[config.mk]
export PLATFORM = sky130hd
export DESIGN_NAME = array_stream_collector
export DESIGN_NICKNAME = d
export VERILOG_FILES = /design/src/rtl/array_pkg.sv /design/src/rtl/array_acc_unit.sv /design/src/rtl/array_stream_collector.sv
export SDC_FILE = /design/constraint.sdc
export NUM_CORES = 1
export LEC_CHECK = 0
export ABC_AREA = 1
export BUFFER_PORTS_ARGS = -buffer_cell sky130_fd_sc_hd__buf_2
export CAP_MARGIN = 30
export CORE_UTILIZATION = 55
export DETAILED_ROUTE_END_ITERATION = 8
export PLACE_DENSITY = 0.81
export SYNTH_ARGS = -nofsm -noshare
export SYNTH_HDL_FRONTEND = slang
export SYNTH_SLANG_ARGS = --single-unit
[constraint.sdc]
create_clock -name clk -period 3.9 [get_ports clk]
set_input_delay 0.78 -clock clk [delete_from_list [all_inputs] [get_ports clk]]
set_output_delay 0.78 -clock clk [all_outputs]
set_load 0.1 [all_outputs]
[src/rtl/array_pkg.sv]
// Shared definitions for the array collector: FSM encoding and width helpers.
package array_pkg;

    typedef enum logic {
        COLLECT = 1'b0,
        HOLD    = 1'b1
    } state_t;

    // Sum width that holds n elements of w bits without wrapping.
    function automatic int sum_width(input int w, input int n);
        return w + $clog2(n);
    endfunction

    // Length field width able to express 0..n.
    function automatic int len_width(input int n);
        return $clog2(n + 1);
    endfunction

    // Slot index width addressing 0..n-1.
    function automatic int idx_width(input int n);
        return (n > 1) ? $clog2(n) : 1;
    endfunction

endpackage

[src/rtl/array_acc_unit.sv]
// Registered running sum and maximum of an unsigned element stream.
module array_acc_unit #(
    parameter int W     = 8,
    parameter int SUM_W = 11
) (
    input  logic             clk,
    input  logic             rst_n,
    input  logic             clr,
    input  logic             en,
    input  logic [W-1:0]     din,
    output logic [SUM_W-1:0] acc_sum,
    output logic [W-1:0]     acc_max
);

    // Accumulate on enable; clear wins so a released frame starts from zero.
    always_ff @(posedge clk or negedge rst_n) begin
        if (!rst_n) begin
            acc_sum <= '0;
            acc_max <= '0;
        end else if (clr) begin
            acc_sum <= '0;
            acc_max <= '0;
        end else if (en) begin
            acc_sum <= acc_sum + SUM_W'(din);
            if (din > acc_max)
                acc_max <= din;
        end
    end

endmodule

[src/rtl/array_stream_collector.sv]
// Packs a serial valid/ready element stream into an N-element array and
// presents it with length, sum, maximum and truncation flag.
module array_stream_collector
    import array_pkg::*;
#(
    parameter int  W     = 8,
    parameter int  N     = 8,
    localparam int SUM_W = sum_width(W, N),
    localparam int LEN_W = len_width(N)
) (
    input  logic             clk,
    input  logic             rst_n,
    input  logic             in_valid,
    output logic             in_ready,
    input  logic [W-1:0]     in_data,
    input  logic             in_last,
    output logic             out_valid,
    input  logic             out_ready,
    output logic [N*W-1:0]   out_array,
    output logic [LEN_W-1:0] out_len,
    output logic [SUM_W-1:0] out_sum,
    output logic [W-1:0]     out_max,
    output logic             out_trunc
);

    localparam int              IDX_W    = idx_width(N);
    localparam logic [IDX_W-1:0] LAST_IDX = IDX_W'(N - 1);

    state_t           state;
    state_t           state_nxt;
    logic [IDX_W-1:0] idx;
    logic [W-1:0]     slot [N];
    logic             accept;
    logic             close;
    logic             release_frame;

    // Data is only sampled on a real accept, so X on an idle bus never lands in state.
    assign accept        = in_valid & in_ready;
    assign close         = accept & (in_last | (idx == LAST_IDX));
    assign release_frame = out_valid & out_ready;

    // State register.
    always_ff @(posedge clk or negedge rst_n) begin
        if (!rst_n)
            state <= COLLECT;
        else
            state <= state_nxt;
    end

    // Next state: close a frame into HOLD, leave HOLD on the consumer handshake.
    always_comb begin
        state_nxt = state;
        case (state)
            COLLECT: if (close)     state_nxt = HOLD;
            HOLD:    if (out_ready) state_nxt = COLLECT;
            default:                state_nxt = COLLECT;
        endcase
    end

    // Handshake outputs decoded from state; no bypass between the two sides.
    always_comb begin
        in_ready  = (state == COLLECT);
        out_valid = (state == HOLD);
    end

    // Slot index, frame length and truncation flag.
    always_ff @(posedge clk or negedge rst_n) begin
        if (!rst_n) begin
            idx       <= '0;
            out_len   <= '0;
            out_trunc <= 1'b0;
        end else if (release_frame) begin
            idx       <= '0;
            out_len   <= '0;
            out_trunc <= 1'b0;
        end else if (accept) begin
            idx <= close ? '0 : idx + IDX_W'(1);
            if (close) begin
                out_len   <= LEN_W'(idx) + LEN_W'(1);
                out_trunc <= ~in_last & (idx == LAST_IDX);
            end
        end
    end

    // Slot storage; unwritten slots of a short frame stay zero.
    always_ff @(posedge clk or negedge rst_n) begin
        if (!rst_n) begin
            for (int k = 0; k < N; k++)
                slot[k] <= '0;
        end else if (release_frame) begin
            for (int k = 0; k < N; k++)
                slot[k] <= '0;
        end else if (accept) begin
            slot[idx] <= in_data;
        end
    end

    for (genvar k = 0; k < N; k++) begin : g_pack
        assign out_array[k*W +: W] = slot[k];
    end

    array_acc_unit #(
        .W     (W),
        .SUM_W (SUM_W)
    ) u_acc (
        .clk     (clk),
        .rst_n   (rst_n),
        .clr     (release_frame),
        .en      (accept),
        .din     (in_data),
        .acc_sum (out_sum),
        .acc_max (out_max)
    );

endmodule

==> out/results.ini, run 1 <==
[status]
status=finished clean

[floorplan]
die_width_um=91.6
fp.dieArea_um2=8400
initial_core_util_pct=56.9
top_level_ports=103
die_height_um=91.6
core_um2=7770
rows=32

[detailed_routing]
post_drt_via_cell_ratio=5.58
vias=3653
drt_wl_cell_um=15.9
drt_first_pass_iters=5
finalWirelength_mm=10.4
route.antenna.remaining_nets=0
post-route-drc-count=0
dr.first_iter.drc_count=225

[layout]
layout.cells.most_common=buf_2
layout-drive-gt1-share_pct=27.8
final_cell_mix=buf_2, dfrtp_1, nand3_1
final_nets=580
insertedDiodeCount=0
num-fill-cells=651
flow.area_growth_from_synthesis_pct=16.4

[sta]
finalSetupViolCount=0
finalHoldViolCount=0
clock-skew-final_ns=0.0125
final_max_slew_viol_count=0
timing_worst_slew_pin_value_ns=0.689
max_slew_margin_pct=53.7
layout_min_cycle_time_ns=2.11
final_clock_period_utilization_by_the_worst_path_pct=54.0
grt_setup_unrepaired=false
final.setup.tns_ns=0
max_clock_freq_ghz=0.475

[global_route]
globalRoute.totalOverflow=0
global_route_wire_length_before_repair_mm=16.8
grt_pass1_vias=3309
global_route.usage.total_pct=26.4
initial_antenna_violation_count=0
pin_count_of_the_biggest_net_entering_global_routing=62

[clock_tree]
tritoncts.num_buffers=9
hold_buffers=0
worst_skew_pair.late_latency_ns=0.37
clock_tree.htree_level_count=3
worst_path_clk_slew_ns=0.10
tritoncts_clock_tree=built
cts.root.buffer_cell=clkbuf_8
cts.sink_count=92
clock_tree.buffer_depth=2
postCtsSetupRepairBufs=0
post_cts.resized_instances=0

[place]
numPortBuffers=102
globalplace.congestion=0.864
hpwl_mm=7.32

[critical_path]
critPathLaunch=idx[0]$_DFFE_PN0P_
crit-reg2reg-capture=idx[0]$_DFFE_PN0P_
worstReg2RegStart=idx[0]$_DFFE_PN0P_
r2r_cells=5
ff2ff_setup_slack_ns=1.79
cp-start-kind=register
cp-endpoint=idx[0]$_DFFE_PN0P_
cp.arrival_ns=2.39
cp_data_required_time_ns=4.18
critical_path_peak_fanout=11
critical_path_class=reg -> reg
cp-end-kind=register

[yosys]
syn_nets=485
yosys_register_bits=92
syn-mean-instance-area_um2=9.76
synth_top_cell_by_area=dfrtp_1
synth.yosys.warnings=0
synthCells=453
synth_sequential_area_ratio_pct=52.1
yosys-top-cells-area=dfrtp_1, nand3_1, nand2_1
synth_cell_type_count=29
synthesis.area_um2=4420
synth_top_cell_area_share_pct=52.1

[run]
maxCapViolCount=0

[min_path]
worstHoldPathType=in -> async

==> stage by stage <==
step / hold WS (ns) / worst slack, ns / instances / utilization (%) / cell area [um2]
finish: 0.294 / 1.79 / 655 / 66.2 / 5140
global route: 0.293 / 1.68 / 655 / 66.2 / 5140
CTS: 0.295 / 1.79 / 655 / 66.2 / 5140
detailed placement: 0.492 / 1.53 / 639 / 63.4 / 4930
global placement: 0.484 / 1.60 / 639 / 63.4 / 4930
floorplan: 0.484 / 1.46 / 453 / - / 4420
==> area by class of cell <==
cell class / count / area [um2] / share of cell area, %
timing repair buffer: 105 / 536 / 10.4
clock inverter: 7 / 92.6 / 1.80
sequential: 92 / 2300 / 44.8
multi-input combinational: 308 / 1830 / 35.6
tap: 102 / 128 / 2.48
clock buffer: 9 / 124 / 2.41
inverter: 32 / 128 / 2.48
==> routing by layer <==
metal | vias to the layer above | GRT usage [%] | routed length, um | share of wire (%)
li1 | 1773 | - | - | -
met5 | - | 0 | 0 | 0
met4 | 0 | 6.75 | 199 | 1.9
met1 | 1738 | 36.0 | 4570 | 44
met3 | 17 | 7.46 | 642 | 6.2
met2 | 125 | 41.7 | 4980 | 48
==> synthesized netlist by cell type <==
cell      instances
a22o_1            2
nor2_8            1
a21o_1            1
nand2_1          79
nand2_2           2
o22ai_1           3
nand3b_1          3
nor2_1           10
ha_1             18
clkbuf_1          4
dfrtp_1          92
inv_1            25
buf_12            1
nand3_2           7
fa_1              1
o21ai_0          12
a211oi_1          1
inv_4             3
o21ai_2           7
nor3b_1           1
inv_2             4
nand3_1          79
buf_6             8
buf_1             1
a21oi_1           8
buf_2             7
o21ai_1          57
nand4_4           8
nand4_1           8
==> worst min path at each step <==
| stage | from | endpoint | slack, ns |
|---|---|---|---|
| global route | rst_n | out_array[14]$_DFFE_PN0P_ | 0.29 |
| floorplan | rst_n | idx[0]$_DFFE_PN0P_ | 0.48 |
| detailed placement | out_trunc$_DFFE_PN0P_ | out_trunc$_DFFE_PN0P_ | 0.49 |
| finish | rst_n | out_array[14]$_DFFE_PN0P_ | 0.29 |
| global placement | out_trunc$_DFFE_PN0P_ | out_trunc$_DFFE_PN0P_ | 0.48 |
| CTS | rst_n | out_array[14]$_DFFE_PN0P_ | 0.30 |
==> registers in the layout (all words and copies together) (netlist names) <==
register	count
out_array	64
u_acc.acc_sum	11
out_len	4
out_trunc	1
u_acc.acc_max	8
out_valid	1
idx	3
==> worst max-delay path: stages, from the launching register on <==
cell and delay [ns]:
dfrtp_1 0.58, ha_1 0.30, ha_1 0.20, o21ai_1 0.57, nand2_1 0.21, o22ai_1 0.17
==> kinds of logic after synthesis <==
family / count (synthesis) / synth area share (%)
simple gates: 198 / 24.5
compound gates: 91 / 11.3
fa+ha+maj: 19 / 5.55
flops: 92 / 52.1
buf+inv: 53 / 6.60
Power of run 1 is not shown: default switching activity piles up to over one toggle a cycle in this logic, so the estimate is an artifact.
==> run 2, diff against run 1 <==
ABC_AREA = 0   (was 1)
CORE_UTILIZATION = 49   (was 55)
PLACE_DENSITY = 0.77   (was 0.81)
clock period = 1.82 ns   (was 3.9 ns; I/O delays follow)
==> out/results.ini, run 2 <==
[clock_tree]
worst_path_clk_slew_ns=0.10
clock_tree.htree_level_count=3
worst_skew_pair.late_latency_ns=0.35
tritoncts_clock_tree=built
cts.sink_count=92
tritoncts.num_buffers=9
clock_tree.buffer_depth=2
cts.root.buffer_cell=clkbuf_8

[yosys]
number_of_enable_type_register_cells_in_the_synthesized_netlist=0
synth_sequential_area_ratio_pct=52.5
yosys_register_bits=92
synth.yosys.warnings=0
yosys.cell_count.top_type=dfrtp_1
synthesis.area_um2=4380
synth_top_cell_area_share_pct=52.5
syn-mean-instance-area_um2=10.5
synthCells=419
syn_nets=451
synth_top_cell_by_area=dfrtp_1
synth_cell_type_count=40
dominantRegCellSynth=dfrtp_1
synth-async-reset-ratio_pct=100
yosys-top-cells-area=dfrtp_1, mux2i_1, nor2_1
synth.top_cells.by_count=dfrtp_1, nor2_1, mux2i_1

[layout]
final_cells=660
insertedDiodeCount=0
flow.area_growth_from_synthesis_pct=31.6
largest_reg_flops=64
layout.cells.most_common=buf_2
final_nets=580
final_cell_mix=buf_2, dfrtp_1, nor2_1
layout-drive-gt1-share_pct=40.9

[detailed_routing]
drt_wl_cell_um=17.1
met2WireLength_mm=5.47
detail_route.wirelength.met1_mm=5.12
wl_met3_um=581
route.antenna.remaining_nets=0
post-route-drc-count=0
finalWirelength_mm=11.3
drt_first_pass_iters=4
post_drt_via_cell_ratio=5.39
dr.first_iter.drc_count=152
vias=3558
highest_layer=met4

[place]
numPortBuffers=102
globalplace.congestion=0.946
cell_count_after_placement=636
dpl_worst_slack_ns=-0.207
hpwl_mm=7.54

[floorplan]
rows=34
initial_core_util_pct=50.5
fp.dieArea_um2=9330
die_width_um=96.6
top_level_ports=103
die_height_um=96.6
core_um2=8680

[global_route]
global_route_wire_length_before_repair_mm=17.5
global_route.usage.total_pct=25.1
pin_count_of_the_biggest_net_entering_global_routing=93
initial_antenna_violation_count=0
grt_pass1_vias=3457
globalRoute.totalOverflow=0

[critical_path]
critical_path_class=reg -> reg
cp-end-kind=register
ff2ff_setup_slack_ns=-0.24
cp_data_required_time_ns=2.10
critical_path_peak_fanout=2
cp.arrival_ns=2.34
cp-start-kind=register

[sta]
finalSetupViolCount=5
final_clock_period_utilization_by_the_worst_path_pct=113
timing_worst_slew_pin_value_ns=0.627
max_clock_freq_ghz=0.484
max_slew_margin_pct=58.1
layout_min_cycle_time_ns=2.06
final_max_slew_viol_count=0
clock-skew-final_ns=0.0150
finalHoldViolCount=0
final_critical_path_setup_slack_ns=-0.244
grt_setup_unrepaired=true
timing.hold.ws_ns=0.00133

[status]
status=finished, violations left
failing_checks=negative setup slack

[run]
maxCapViolCount=0

[min_path]
worstHoldPathType=in -> async

-- run 2: routing by layer --
metal / track usage (%) / vias up
met5: 0 / -
met4: 5.64 / 0
met3: 6.26 / 15
met2: 39.1 / 111
met1: 35.6 / 1765
li1: - / 1667
-- run 2: worst paths after layout --
kind                                               from                             to  cells after the start
hold reg to reg                out_array[5]$_DFFE_PN0P_       out_array[5]$_DFFE_PN0P_                      2
max in group asynchronous                         rst_n   u_acc.acc_max[6]$_DFFE_PN0P_                      2
min in group clk                              out_ready            out_valid$_DFF_PN0_                      2
setup / recovery           u_acc.acc_sum[0]$_DFFE_PN0P_  u_acc.acc_sum[10]$_DFFE_PN0P_                      7
hold / removal                                    rst_n   u_acc.acc_sum[3]$_DFFE_PN0P_                      2
setup reg to reg           u_acc.acc_sum[0]$_DFFE_PN0P_  u_acc.acc_sum[10]$_DFFE_PN0P_                      7
-- run 2: per-stage QoR --
stage / TNS [ns] / area (um2) / utilization, %
6_report: -0.655 / 5770 / 66.5
4_1_cts: -0.308 / 5590 / 64.4
3_3_place_gp: -0.299 / 5330 / 61.5
3_5_place_dp: -1.03 / 5330 / 61.5
5_1_grt: -1.23 / 5770 / 66.5
2_1_floorplan: -1.27 / 4520 / -
-- run 2: what timing repair did --
item                                    CTS  global route
gates resized for setup                   5            27
hold buffers                              0             0
setup buffers                             4             5
hold endpoints to repair                  0             0
endpoints found under the setup margin    5            15
pin swaps                                 7            18
gates cloned                              0             1
-- run 2: layout make-up --
| type | count | area (um2) |
|---|---|---|
| timing repair buffer | 147 | 912 |
| sequential | 92 | 2350 |
| multi-input combinational | 282 | 2100 |
| clock buffer | 9 | 124 |
| inverter | 16 | 62.6 |
| clock inverter | 6 | 88.8 |
| tap | 108 | 135 |
| fill | 694 | 2910 |
-- run 2: cells by family (layout without fill, tap and decap cells) --
logic type | after synthesis | after routing | share of synthesized area, %
mux | 56 | 56 | 12.8
buf+inv | 45 | 178 | 4.62
compound gates | 61 | 61 | 8.42
fa+ha+maj | 19 | 19 | 5.60
flops | 92 | 92 | 52.5
simple gates | 140 | 140 | 14.8
xor+xnor | 6 | 6 | 1.20
-- run 2: worst max-delay path, stage by stage, from the launching register on --
cell      delay [ns]
dfrtp_4         0.50
ha_4            0.17
fa_2            0.34
a21o_1          0.19
a221oi_2        0.33
o21ai_2         0.12
nand4_1         0.13
mux2i_1         0.21
Power of run 2 is left out for the same reason.
